--- src/rtl/stage_monitor_pkg.sv ---
// Shared types and default codes for the stage monitor and its per-channel
// sequencer.
package stage_monitor_pkg;

  typedef enum logic [1:0] {
    ST_IDLE   = 2'd0,
    ST_RUN    = 2'd1,
    ST_PASSED = 2'd2,
    ST_FAILED = 2'd3
  } chan_state_t;

  typedef enum logic [1:0] {
    CAUSE_NONE    = 2'd0,
    CAUSE_ERROR   = 2'd1,
    CAUSE_TIMEOUT = 2'd2,
    CAUSE_SEQ     = 2'd3
  } fail_cause_t;

  localparam logic [7:0] DEF_START_CODE = 8'hFF;
  localparam logic [7:0] DEF_PASS_CODE  = 8'hFE;
  localparam int         CNT_W          = 4;

endpackage

--- src/rtl/stage_monitor_chan.sv ---
// One monitored channel: input synchronizers, stability filter, stage
// sequencer FSM and per-stage watchdog.
module stage_monitor_chan
  import stage_monitor_pkg::*;
#(
  parameter int                 STAGE_W       = 8,
  parameter logic [STAGE_W-1:0] START_CODE    = DEF_START_CODE,
  parameter logic [STAGE_W-1:0] PASS_CODE     = DEF_PASS_CODE,
  parameter int                 STABLE_CYCLES = 4,
  parameter int                 TIMEOUT_W     = 24
) (
  input  logic                 i_clk,
  input  logic                 i_clear,
  input  logic [TIMEOUT_W-1:0] i_timeoutLimit,
  input  logic [STAGE_W-1:0]   i_stage,
  input  logic                 i_error,
  output logic [STAGE_W-1:0]   o_stage,
  output logic                 o_stageValid,
  output chan_state_t          o_state,
  output logic                 o_failNow,
  output fail_cause_t          o_failCause
);

  localparam logic [CNT_W-1:0] STABLE = CNT_W'(STABLE_CYCLES);

  logic [STAGE_W-1:0]   r_stageMeta, r_stageSync, r_cand, r_expected, r_stageOut;
  logic                 r_errMeta, r_errSync, r_stageValid;
  logic [CNT_W-1:0]     r_cnt;
  logic [TIMEOUT_W-1:0] r_wdog;
  chan_state_t          r_state;

  logic                 w_accept, w_timeout;
  chan_state_t          w_stateNext;
  fail_cause_t          w_causeNext;
  logic [STAGE_W-1:0]   w_expNext;

  function automatic logic [STAGE_W-1:0] nextExpected(input logic [STAGE_W-1:0] cur);
    logic [STAGE_W-1:0] n;
    n = cur + STAGE_W'(1);
    for (int i = 0; i < 2; i++) begin
      if (n == START_CODE || n == PASS_CODE) n = n + STAGE_W'(1);
    end
    return n;
  endfunction

  // A saturated count out of clear treats the cleared code 0 as already
  // accepted, so leaving reset never produces a spurious stage pulse.
  always_ff @(posedge i_clk) begin
    if (i_clear) begin
      r_stageMeta <= '0;
      r_stageSync <= '0;
      r_errMeta   <= 1'b0;
      r_errSync   <= 1'b0;
      r_cand      <= '0;
      r_cnt       <= STABLE;
    end else begin
      r_stageMeta <= i_stage;
      r_stageSync <= r_stageMeta;
      r_errMeta   <= i_error;
      r_errSync   <= r_errMeta;
      if (r_stageSync != r_cand) begin
        r_cand <= r_stageSync;
        r_cnt  <= CNT_W'(1);
      end else if (r_cnt < STABLE) begin
        r_cnt <= r_cnt + CNT_W'(1);
      end
    end
  end

  always_comb begin
    w_accept = 1'b0;
    if (r_stageSync != r_cand) w_accept = (STABLE == CNT_W'(1));
    else if (r_cnt < STABLE)   w_accept = ((r_cnt + CNT_W'(1)) == STABLE);
  end

  assign w_timeout = (i_timeoutLimit != '0) && (r_wdog >= i_timeoutLimit);

  always_comb begin
    w_stateNext = r_state;
    w_causeNext = CAUSE_NONE;
    w_expNext   = r_expected;
    case (r_state)
      ST_IDLE: begin
        if (w_accept && r_stageSync == START_CODE) begin
          w_stateNext = ST_RUN;
          w_expNext   = '0;
        end
      end
      ST_RUN: begin
        // Priority within one cycle: error, sequence, timeout, pass.
        if (r_errSync) begin
          w_stateNext = ST_FAILED;
          w_causeNext = CAUSE_ERROR;
        end else if (w_accept && r_stageSync != r_expected && r_stageSync != PASS_CODE) begin
          w_stateNext = ST_FAILED;
          w_causeNext = CAUSE_SEQ;
        end else if (w_timeout) begin
          w_stateNext = ST_FAILED;
          w_causeNext = CAUSE_TIMEOUT;
        end else if (w_accept && r_stageSync == PASS_CODE) begin
          w_stateNext = ST_PASSED;
        end else if (w_accept) begin
          w_expNext = nextExpected(r_expected);
        end
      end
      default: ;
    endcase
  end

  always_ff @(posedge i_clk) begin
    if (i_clear) begin
      r_state      <= ST_IDLE;
      r_expected   <= '0;
      r_wdog       <= '0;
      r_stageOut   <= '0;
      r_stageValid <= 1'b0;
    end else begin
      r_state      <= w_stateNext;
      r_expected   <= w_expNext;
      r_stageValid <= w_accept && (r_state != ST_FAILED);
      if (w_accept && r_state != ST_FAILED) r_stageOut <= r_stageSync;
      if (r_state != ST_RUN || w_accept) r_wdog <= '0;
      else if (r_wdog != '1)              r_wdog <= r_wdog + TIMEOUT_W'(1);
    end
  end

  assign o_stage      = r_stageOut;
  assign o_stageValid = r_stageValid;
  assign o_state      = r_state;
  assign o_failNow    = (r_state == ST_RUN) && (w_stateNext == ST_FAILED);
  assign o_failCause  = w_causeNext;

endmodule

--- src/rtl/stage_monitor.sv ---
// Multi-channel stage monitor: one sequencer per channel plus the sticky
// pass/fail verdict with first-failure capture.
module stage_monitor
  import stage_monitor_pkg::*;
#(
  parameter int                 CHANNELS      = 1,
  parameter int                 STAGE_W       = 8,
  parameter logic [STAGE_W-1:0] START_CODE    = DEF_START_CODE,
  parameter logic [STAGE_W-1:0] PASS_CODE     = DEF_PASS_CODE,
  parameter int                 STABLE_CYCLES = 4,
  parameter int                 TIMEOUT_W     = 24
) (
  input  logic                          wb_clk_i,
  input  logic                          wb_rst_i,
  input  logic                          enable,
  input  logic [TIMEOUT_W-1:0]          timeout_limit,
  input  logic [CHANNELS*STAGE_W-1:0]   stage_i,
  input  logic [CHANNELS-1:0]           error_i,
  output logic [CHANNELS*STAGE_W-1:0]   stage_o,
  output logic [CHANNELS-1:0]           stage_valid_o,
  output logic                          done_o,
  output logic                          pass_o,
  output logic                          fail_o,
  output logic [1:0]                    fail_cause_o,
  output logic [2:0]                    fail_chan_o
);

  logic                w_clear;
  logic [CHANNELS-1:0] w_failNow, w_passed;
  chan_state_t         w_state [CHANNELS];
  fail_cause_t         w_cause [CHANNELS];
  logic [2:0]          w_firstChan;
  fail_cause_t         w_firstCause;

  logic                r_fail, r_pass;
  fail_cause_t         r_failCause;
  logic [2:0]          r_failChan;

  assign w_clear = wb_rst_i | ~enable;

  for (genvar c = 0; c < CHANNELS; c++) begin : g_chan
    stage_monitor_chan #(
      .STAGE_W       (STAGE_W),
      .START_CODE    (START_CODE),
      .PASS_CODE     (PASS_CODE),
      .STABLE_CYCLES (STABLE_CYCLES),
      .TIMEOUT_W     (TIMEOUT_W)
    ) u_chan (
      .i_clk          (wb_clk_i),
      .i_clear        (w_clear),
      .i_timeoutLimit (timeout_limit),
      .i_stage        (stage_i[c*STAGE_W +: STAGE_W]),
      .i_error        (error_i[c]),
      .o_stage        (stage_o[c*STAGE_W +: STAGE_W]),
      .o_stageValid   (stage_valid_o[c]),
      .o_state        (w_state[c]),
      .o_failNow      (w_failNow[c]),
      .o_failCause    (w_cause[c])
    );
    assign w_passed[c] = (w_state[c] == ST_PASSED);
  end

  // Lowest-index channel wins when several fail on the same edge.
  always_comb begin
    w_firstChan  = '0;
    w_firstCause = CAUSE_NONE;
    for (int c = CHANNELS - 1; c >= 0; c--) begin
      if (w_failNow[c]) begin
        w_firstChan  = 3'(c);
        w_firstCause = w_cause[c];
      end
    end
  end

  always_ff @(posedge wb_clk_i) begin
    if (w_clear) begin
      r_fail      <= 1'b0;
      r_pass      <= 1'b0;
      r_failCause <= CAUSE_NONE;
      r_failChan  <= '0;
    end else begin
      if (!r_fail && |w_failNow) begin
        r_fail      <= 1'b1;
        r_failCause <= w_firstCause;
        r_failChan  <= w_firstChan;
      end
      if (!r_fail && !(|w_failNow) && &w_passed) r_pass <= 1'b1;
    end
  end

  assign fail_o       = r_fail;
  assign pass_o       = r_pass;
  assign done_o       = r_fail | r_pass;
  assign fail_cause_o = r_failCause;
  assign fail_chan_o  = r_failChan;

endmodule

--- config.mk ---
export PLATFORM = sky130hd
export DESIGN_NAME = stage_monitor
export DESIGN_NICKNAME = d
export VERILOG_FILES = /design/src/rtl/stage_monitor_pkg.sv /design/src/rtl/stage_monitor_chan.sv /design/src/rtl/stage_monitor.sv
export SDC_FILE = /design/constraint.sdc
export NUM_CORES = 1
export LEC_CHECK = 0
export CORE_MARGIN = 3
export CORE_UTILIZATION = 40
export CTS_CLUSTER_SIZE = 10
export DETAILED_ROUTE_END_ITERATION = 10
export MAX_ROUTING_LAYER = met4
export PLACE_DENSITY = 0.63
export SKIP_LAST_GASP = 1
export SLEW_MARGIN = 20
export SYNTH_ARGS = -nofsm -noshare
export SYNTH_HDL_FRONTEND = slang
export SYNTH_HIERARCHICAL = 1
export SYNTH_SLANG_ARGS = --single-unit
--- constraint.sdc ---
create_clock -name wb_clk_i -period 7.1 [get_ports wb_clk_i]
set_input_delay 1.065 -clock wb_clk_i [delete_from_list [all_inputs] [get_ports wb_clk_i]]
set_output_delay 1.065 -clock wb_clk_i [all_outputs]
set_load 0.05 [all_outputs]
==> out/metrics.yaml, run 1 <==
cts_resized: 0
irDropWorstVdd_mv: 0.119
drt.antenna.violating_nets: 0
ys_ff_latch: 77
mostFrequentLayoutCell: "dfxtp_1"
die_area_mm2: 0.0117
postLayoutCellArea_mm2: 0.00495
port_buffers: 49
clock_sinks: 77
yosysSeqAreaShare_pct: 37.0
post-route-util_pct: 49.7
drtIter0Drc: 148
r2r_cells: 12
p_per_area_mw_per_mm2: 164
use_met1_pct: 19.3
area_growth_pct: 19.0
worst_setup_path_end_kind: "flop"
wl_per_cell_um: 13.1
vias: 3469
grt_pass1_vias: 3398
path_class: "reg2reg"
grtUsageTotal_pct: 16.4
die_h_um: 108
drv_cap: 0
htree_levels: 3
viasPerCell: 5.15
rows: 36
core_mm2: 0.00995
place_hpwl_mm: 6.53
routabilityCongestion: 0.820
met2_usage_pct: 27.5
cp-start-kind: "flop"
path_max_fanout: 13
drt_wl_total_mm: 8.81
fin_nets: 602
hold_viol: 0
setup_viol: 0
max_freq_mhz: 276
whs_path_depth: 1
grt_max_degree: 52
relSlewSlack_pct: 35.4
cts_buffers: 9
drive_above_1_share_pct: 6.11
min_period_ps: 3620
yosysUniqueCellTypes: 59
layout_common_cells: "dfxtp_1 (77), nor2_1 (53), clkdlybuf4s50_1 (49)"
clk_path_buf_depth: 2
fin_crit_sh_pct: 51.0
post_synth.cell_area_avg_um2: 8.55
top_level_ports: 53
slew_violations: 0
yosys.area.top_type: "dfxtp_1"
ys_async_sr_fraction_pct: 0
firstDrtPassIters: 5
rsz0062_at_grt: "false"
grt_overflow: 0
synth_edf_count: 0
cts-hold-fix-buffers: 0
top_usage_layer: "met2"
post_dp_cell_area_mm2: 0.00476
ys_warn_count: 6
grt_first_pass_wirelength_mm: 15.1
grt_use_met3_pct: 4.54
cts_tree: "yes"
die_width_um: 108
synth_flop_cell: "dfxtp_1"
fin_setup_tns_ps: 0
clk-insertion-delay-late_ps: 360
post-cts-setup-buffers: 0
syn_inst: 487
path_clk_slew_ps: 90
diodes: 0
tightest_slew_ps: 969
synth_area_mm2: 0.00416
status: "complete, no violations"
yosysTopAreaCellShare_pct: 37.0
drc: 0
clock_tree.root_cell: "clkbuf_8"
p_leak_nw: 2.00
holdCritPathClass: "reg2reg"
antenna_found_initial: 0
cp.arrival_ps: 3900
cp.required_ps: 7370
synth_area_leaders: "dfxtp_1 (37%), ha_1 (9.3%), nor2_1 (4.8%)"
skew_ps: 8.29
initial_utilization_pct: 41.8
==> per-layer routing <==
metal  up-vias  wire length (um)
met4         0               110
met3        10               420
met1      1608              4060
met5         -                 0
li1       1779                 -
met2        72              4220
==> critical path, stage by stage (launching register included) <==
cell and delay [ps]:
dfxtp_1 630, nand3_1 260, nor3_1 380, o221ai_1 240, nor2_1 170, xnor2_1 150, inv_1 70, ha_1 190
nor2_1 310, mux2_2 390, o21ai_0 140, or4b_1 450, a31oi_1 160
==> area by class of cell <==
| cell class | instances | area [um^2] |
|---|---|---|
| inverter | 38 | 143 |
| multi-input combinational | 360 | 2420 |
| timing repair buffer | 49 | 490 |
| clock buffer | 9 | 124 |
| tap | 133 | 166 |
| fill | 959 | 5000 |
| clock inverter | 7 | 63.8 |
| sequential | 77 | 1540 |
==> synthesized netlist by cell type (all sizes together), types with 9 or more instances <==
master,number
inv,38
nand4,15
nor4,9
nor2,53
ha,31
dfxtp,77
o21ai,23
nor3,9
nand2,29
mux2i,13
xnor2,17
clkbuf,9
xor2,19
or3,10
nor2b,30
a21oi,23
nand3,17
==> power by group <==
| group | switching, mW | total [mW] | internal (mW) |
|---|---|---|---|
| clock | 0.188 | 0.322 | 0.135 |
| combinational | 0.0244 | 0.0527 | 0.0282 |
| sequential | 0.00236 | 0.438 | 0.435 |
==> sequential cells by signal, indices dropped and copies added (netlist names) <==
register / flops
fail_o: 1
g_chan.u_chan/r_cnt: 4
g_chan.u_chan/r_wdog: 24
g_chan.u_chan/o_stage: 8
g_chan.u_chan/r_cand: 8
g_chan.u_chan/o_state: 2
pass_o: 1
g_chan.u_chan/r_errSync: 1
fail_cause_o: 2
g_chan.u_chan/r_expected: 8
g_chan.u_chan/r_stageSync: 8
g_chan.u_chan/r_stageMeta: 8
g_chan.u_chan/o_stageValid: 1
g_chan.u_chan/r_errMeta: 1
==> cells by family after synthesis <==
logic type      synth area share, %
compound gates                 12.5
xor+xnor                       7.58
fa+ha+maj                      9.32
buf+inv                        4.99
flops                          37.0
mux                            3.67
other cells                  0.0901
simple gates                   24.8
==> metrics by stage <==
step           power (mW)  worst slack [ps]  hold slack, ps  cells
3_5_place_dp        0.501              3270             423    657
2_1_floorplan       0.475              3970             414    489
3_3_place_gp        0.499              3340             419    657
4_1_cts             0.829              3490             445    673
6_report            0.813              3480             443    673
5_1_grt             0.854              3240             458    673
==> final timing paths <==
| path | from | endpoint | slack (ps) |
|---|---|---|---|
| worst max-delay path | g_chan[0].u_chan/r_expected[0]$_SDFFE_PP0P_ | g_chan[0].u_chan/r_expected[0]$_SDFFE_PP0P_ | 3480 |
| worst min-delay path | g_chan[0].u_chan/r_stageMeta[2]$_SDFF_PP0_ | g_chan[0].u_chan/r_stageSync[2]$_SDFF_PP0_ | 440 |
| worst max register to register | g_chan[0].u_chan/r_expected[0]$_SDFFE_PP0P_ | g_chan[0].u_chan/r_expected[0]$_SDFFE_PP0P_ | 3480 |
| worst min register to register | g_chan[0].u_chan/r_stageMeta[2]$_SDFF_PP0_ | g_chan[0].u_chan/r_stageSync[2]$_SDFF_PP0_ | 440 |
(Power assumes the default switching activity.)
==> run 2: changes to the inputs <==
--- a/config.mk
+++ b/config.mk
@@ -10,7 +10,7 @@
 export CTS_CLUSTER_SIZE = 10
 export DETAILED_ROUTE_END_ITERATION = 10
 export MAX_ROUTING_LAYER = met4
-export PLACE_DENSITY = 0.63
+export PLACE_DENSITY = 0.65
 export SKIP_LAST_GASP = 1
 export SLEW_MARGIN = 20
 export SYNTH_ARGS = -nofsm -noshare
==> constraint.sdc (replaced) <==
create_clock -name wb_clk_i -period 3.1 [get_ports wb_clk_i]
set_input_delay 0.465 -clock wb_clk_i [delete_from_list [all_inputs] [get_ports wb_clk_i]]
set_output_delay 0.465 -clock wb_clk_i [all_outputs]
set_load 0.05 [all_outputs]
==> run 2 against run 1 <==
Effect of this change:
- fmax increased by 23%
- first-iteration DRC count down 2.0%
- power grew 130%
- via count up 1.3%
- clock power increased by 120%
- combinational power rose by 140%
- non-clock buffer count grew 14
- register-to-register slack lost 3300 ps
- largest power group unchanged
- global-route usage barely moved
- critical path type unchanged
- largest cell class unchanged
==> out/metrics.yaml, run 2 (synthesis gave the netlist of run 1 again) <==
holdCritPathClass: "reg2reg"
largest-register: "g_chan.u_chan/r_wdog"
cp.depth: 13  # +1
clk-insertion-delay-late_ps: 350  # about the same
port_buffers: 49  # unchanged
post_dp_cell_area_mm2: 0.00486  # +2.0%
max_freq_mhz: 340  # +23%
min_period_ps: 2940  # -683 ps
routabilityCongestion: 0.886  # +8.0%
die_width_um: 108  # unchanged
timing.hold.ws_ps: 443  # +0.0460 ps
grt_overflow: 0  # unchanged
diodes: 0  # unchanged
met2_usage_pct: 27.7  # +0.18 points
core_mm2: 0.00995  # unchanged
path_class: "reg2reg"
cts_buffers: 9  # unchanged
tightest_slew_ps: 830  # -139 ps
die_h_um: 108  # unchanged
fin_nets: 616  # +2.3%
crit_buf_inv: 1  # unchanged
slew_violations: 0  # unchanged
grt_use_met3_pct: 3.58  # -0.96 points
relSlewSlack_pct: 44.5  # +9.2 points
die_area_mm2: 0.0117  # unchanged
place_hpwl_mm: 6.86  # +5.2%
crit_start: "g_chan[0].u_chan/r_expected[0]$_SDFFE_PP0P_"
path_max_fanout: 7  # -6
regArea_mm2: 0.00155  # +0.49%
top_usage_layer: "met2"
path_clk_slew_ps: 90  # about the same
firstDrtPassIters: 4  # -1
p_leak_nw: 2.08  # +3.7%
whs_path_depth: 1  # unchanged
rr_startpoint: "g_chan[0].u_chan/r_expected[0]$_SDFFE_PP0P_"
wl_per_cell_um: 13.2  # +1.1%
fin_crit_sh_pct: 94.9  # +44 points
worstPathCellList: "ha_2 > nand2b_1 > a21oi_2 > o221ai_2 > nor2_1 > xnor2_1 > inv_1 > ha_2 > nor2_4 > mux2_2 > o21ai_0 > or4b_1 > a31oi_1"
r2r_setup_slack_ps: 160  # -3320 ps
initial_utilization_pct: 41.8  # unchanged
cp-start-kind: "flop"
viasPerCell: 5.12  # -0.74%
slowest_stage: "or4b_1"
drc: 0  # unchanged
cts-hold-fix-buffers: 0  # unchanged
drtIter0Drc: 145  # -2.0%
rows: 36  # unchanged
hold_viol: 0  # unchanged
grtUsageTotal_pct: 16.4  # about the same
max_stage_delay_ps: 440  # -190 ps
grt_max_degree: 44  # -15%
drt_wl_total_mm: 9.09  # +3.2%
r2r_cells: 13  # +1
grt_pass1_vias: 3493  # +2.8%
cts_tree: "yes"
status: "complete, no violations"
cpMostUsedCell: "ha_2"
layout_common_cells: "dfxtp_1 (73), nor2_1 (51), clkdlybuf4s50_1 (49)"
cp_top_family: "simple AND/OR/NAND/NOR gates"
irDropWorstVdd_mv: 0.192  # +62%
cp.required_ps: 3370  # -4000 ps
largest_reg_flops: 24  # unchanged
drv_cap: 0  # unchanged
vias: 3515  # +1.3%
cp.arrival_ps: 3220  # -680 ps
drt.antenna.violating_nets: 0  # unchanged
worstHoldStart: "g_chan[0].u_chan/r_stageMeta[7]$_SDFF_PP0_"
skew_ps: 9.90  # +1.61 ps
multi_input_comb_area_mm2: 0.00248  # +2.5%
antenna_found_initial: 0  # unchanged
fillCellCount: 925  # -3.5%
htree_levels: 3  # unchanged
drive_above_1_share_pct: 11.4  # +5.3 points
top_level_ports: 53  # unchanged
fin_setup_tns_ps: 0  # unchanged
area_growth_pct: 23.3
clk_path_buf_depth: 2  # unchanged
grt_first_pass_wirelength_mm: 15.3  # +1.4%
use_met1_pct: 19.3  # -0.043 points
setup_viol: 0  # unchanged
worst_setup_path_end_kind: "flop"
clock_sinks: 77  # unchanged
postLayoutCellArea_mm2: 0.00513  # +3.6%
mostFrequentLayoutCell: "dfxtp_1"
clock_tree.root_cell: "clkbuf_8"
p_per_area_mw_per_mm2: 359  # +120%
-- run 2: changes by cell type in the layout (fill, tap and decap cells not counted), sizes merged --
cell / change
buf: +14
clkinv: +1
inv: -1
-- run 2: final cells by class --
type	count	area share [%]
inverter	38	2.78
timing repair buffer	63	11.7
clock inverter	7	1.29
tap	133	3.24
multi-input combinational	360	48.4
sequential	77	30.2
clock buffer	9	2.41
-- run 2: layer usage --
metal	vias up	wire [um]	share of wire, %
met3	15	359	3.9
met1	1607	4160	46
met5	-	0	0
li1	1813	-	-
met2	80	4410	49
met4	0	158	1.7
-- run 2: through the flow --
| step | worst slack, ps | total power [mW] | cells | util [%] |
|---|---|---|---|---|
| after detailed placement | -52.0 | 1.15 | 670 | 48.8 |
| final | 159 | 1.84 | 687 | 51.5 |
| after global placement | 6.34 | 1.15 | 670 | 48.8 |
| after CTS | 3.96 | 1.87 | 686 | 50.9 |
| after global routing | -23.4 | 1.92 | 687 | 51.5 |
| after floorplan | 72.0 | 1.09 | 489 | - |
-- run 2: timing repair --
| item | CTS | global route |
|---|---|---|
| endpoints found under the setup margin | 3 | 7 |
| setup buffers | 0 | 1 |
| resized for setup | 3 | 19 |
| pin swaps | 0 | 9 |
-- run 2: report_power, final --
part           internal (mW)  switching [mW]  total (mW)
clock network          0.307           0.409       0.716
logic                 0.0658          0.0579       0.124
registers              0.996         0.00553        1.00
-- run 2: final timing paths --
kind                                                       to
setup / recovery  g_chan[0].u_chan/r_expected[0]$_SDFFE_PP0P_
setup reg to reg  g_chan[0].u_chan/r_expected[0]$_SDFFE_PP0P_
hold / removal     g_chan[0].u_chan/r_stageSync[7]$_SDFF_PP0_
hold reg to reg    g_chan[0].u_chan/r_stageSync[7]$_SDFF_PP0_
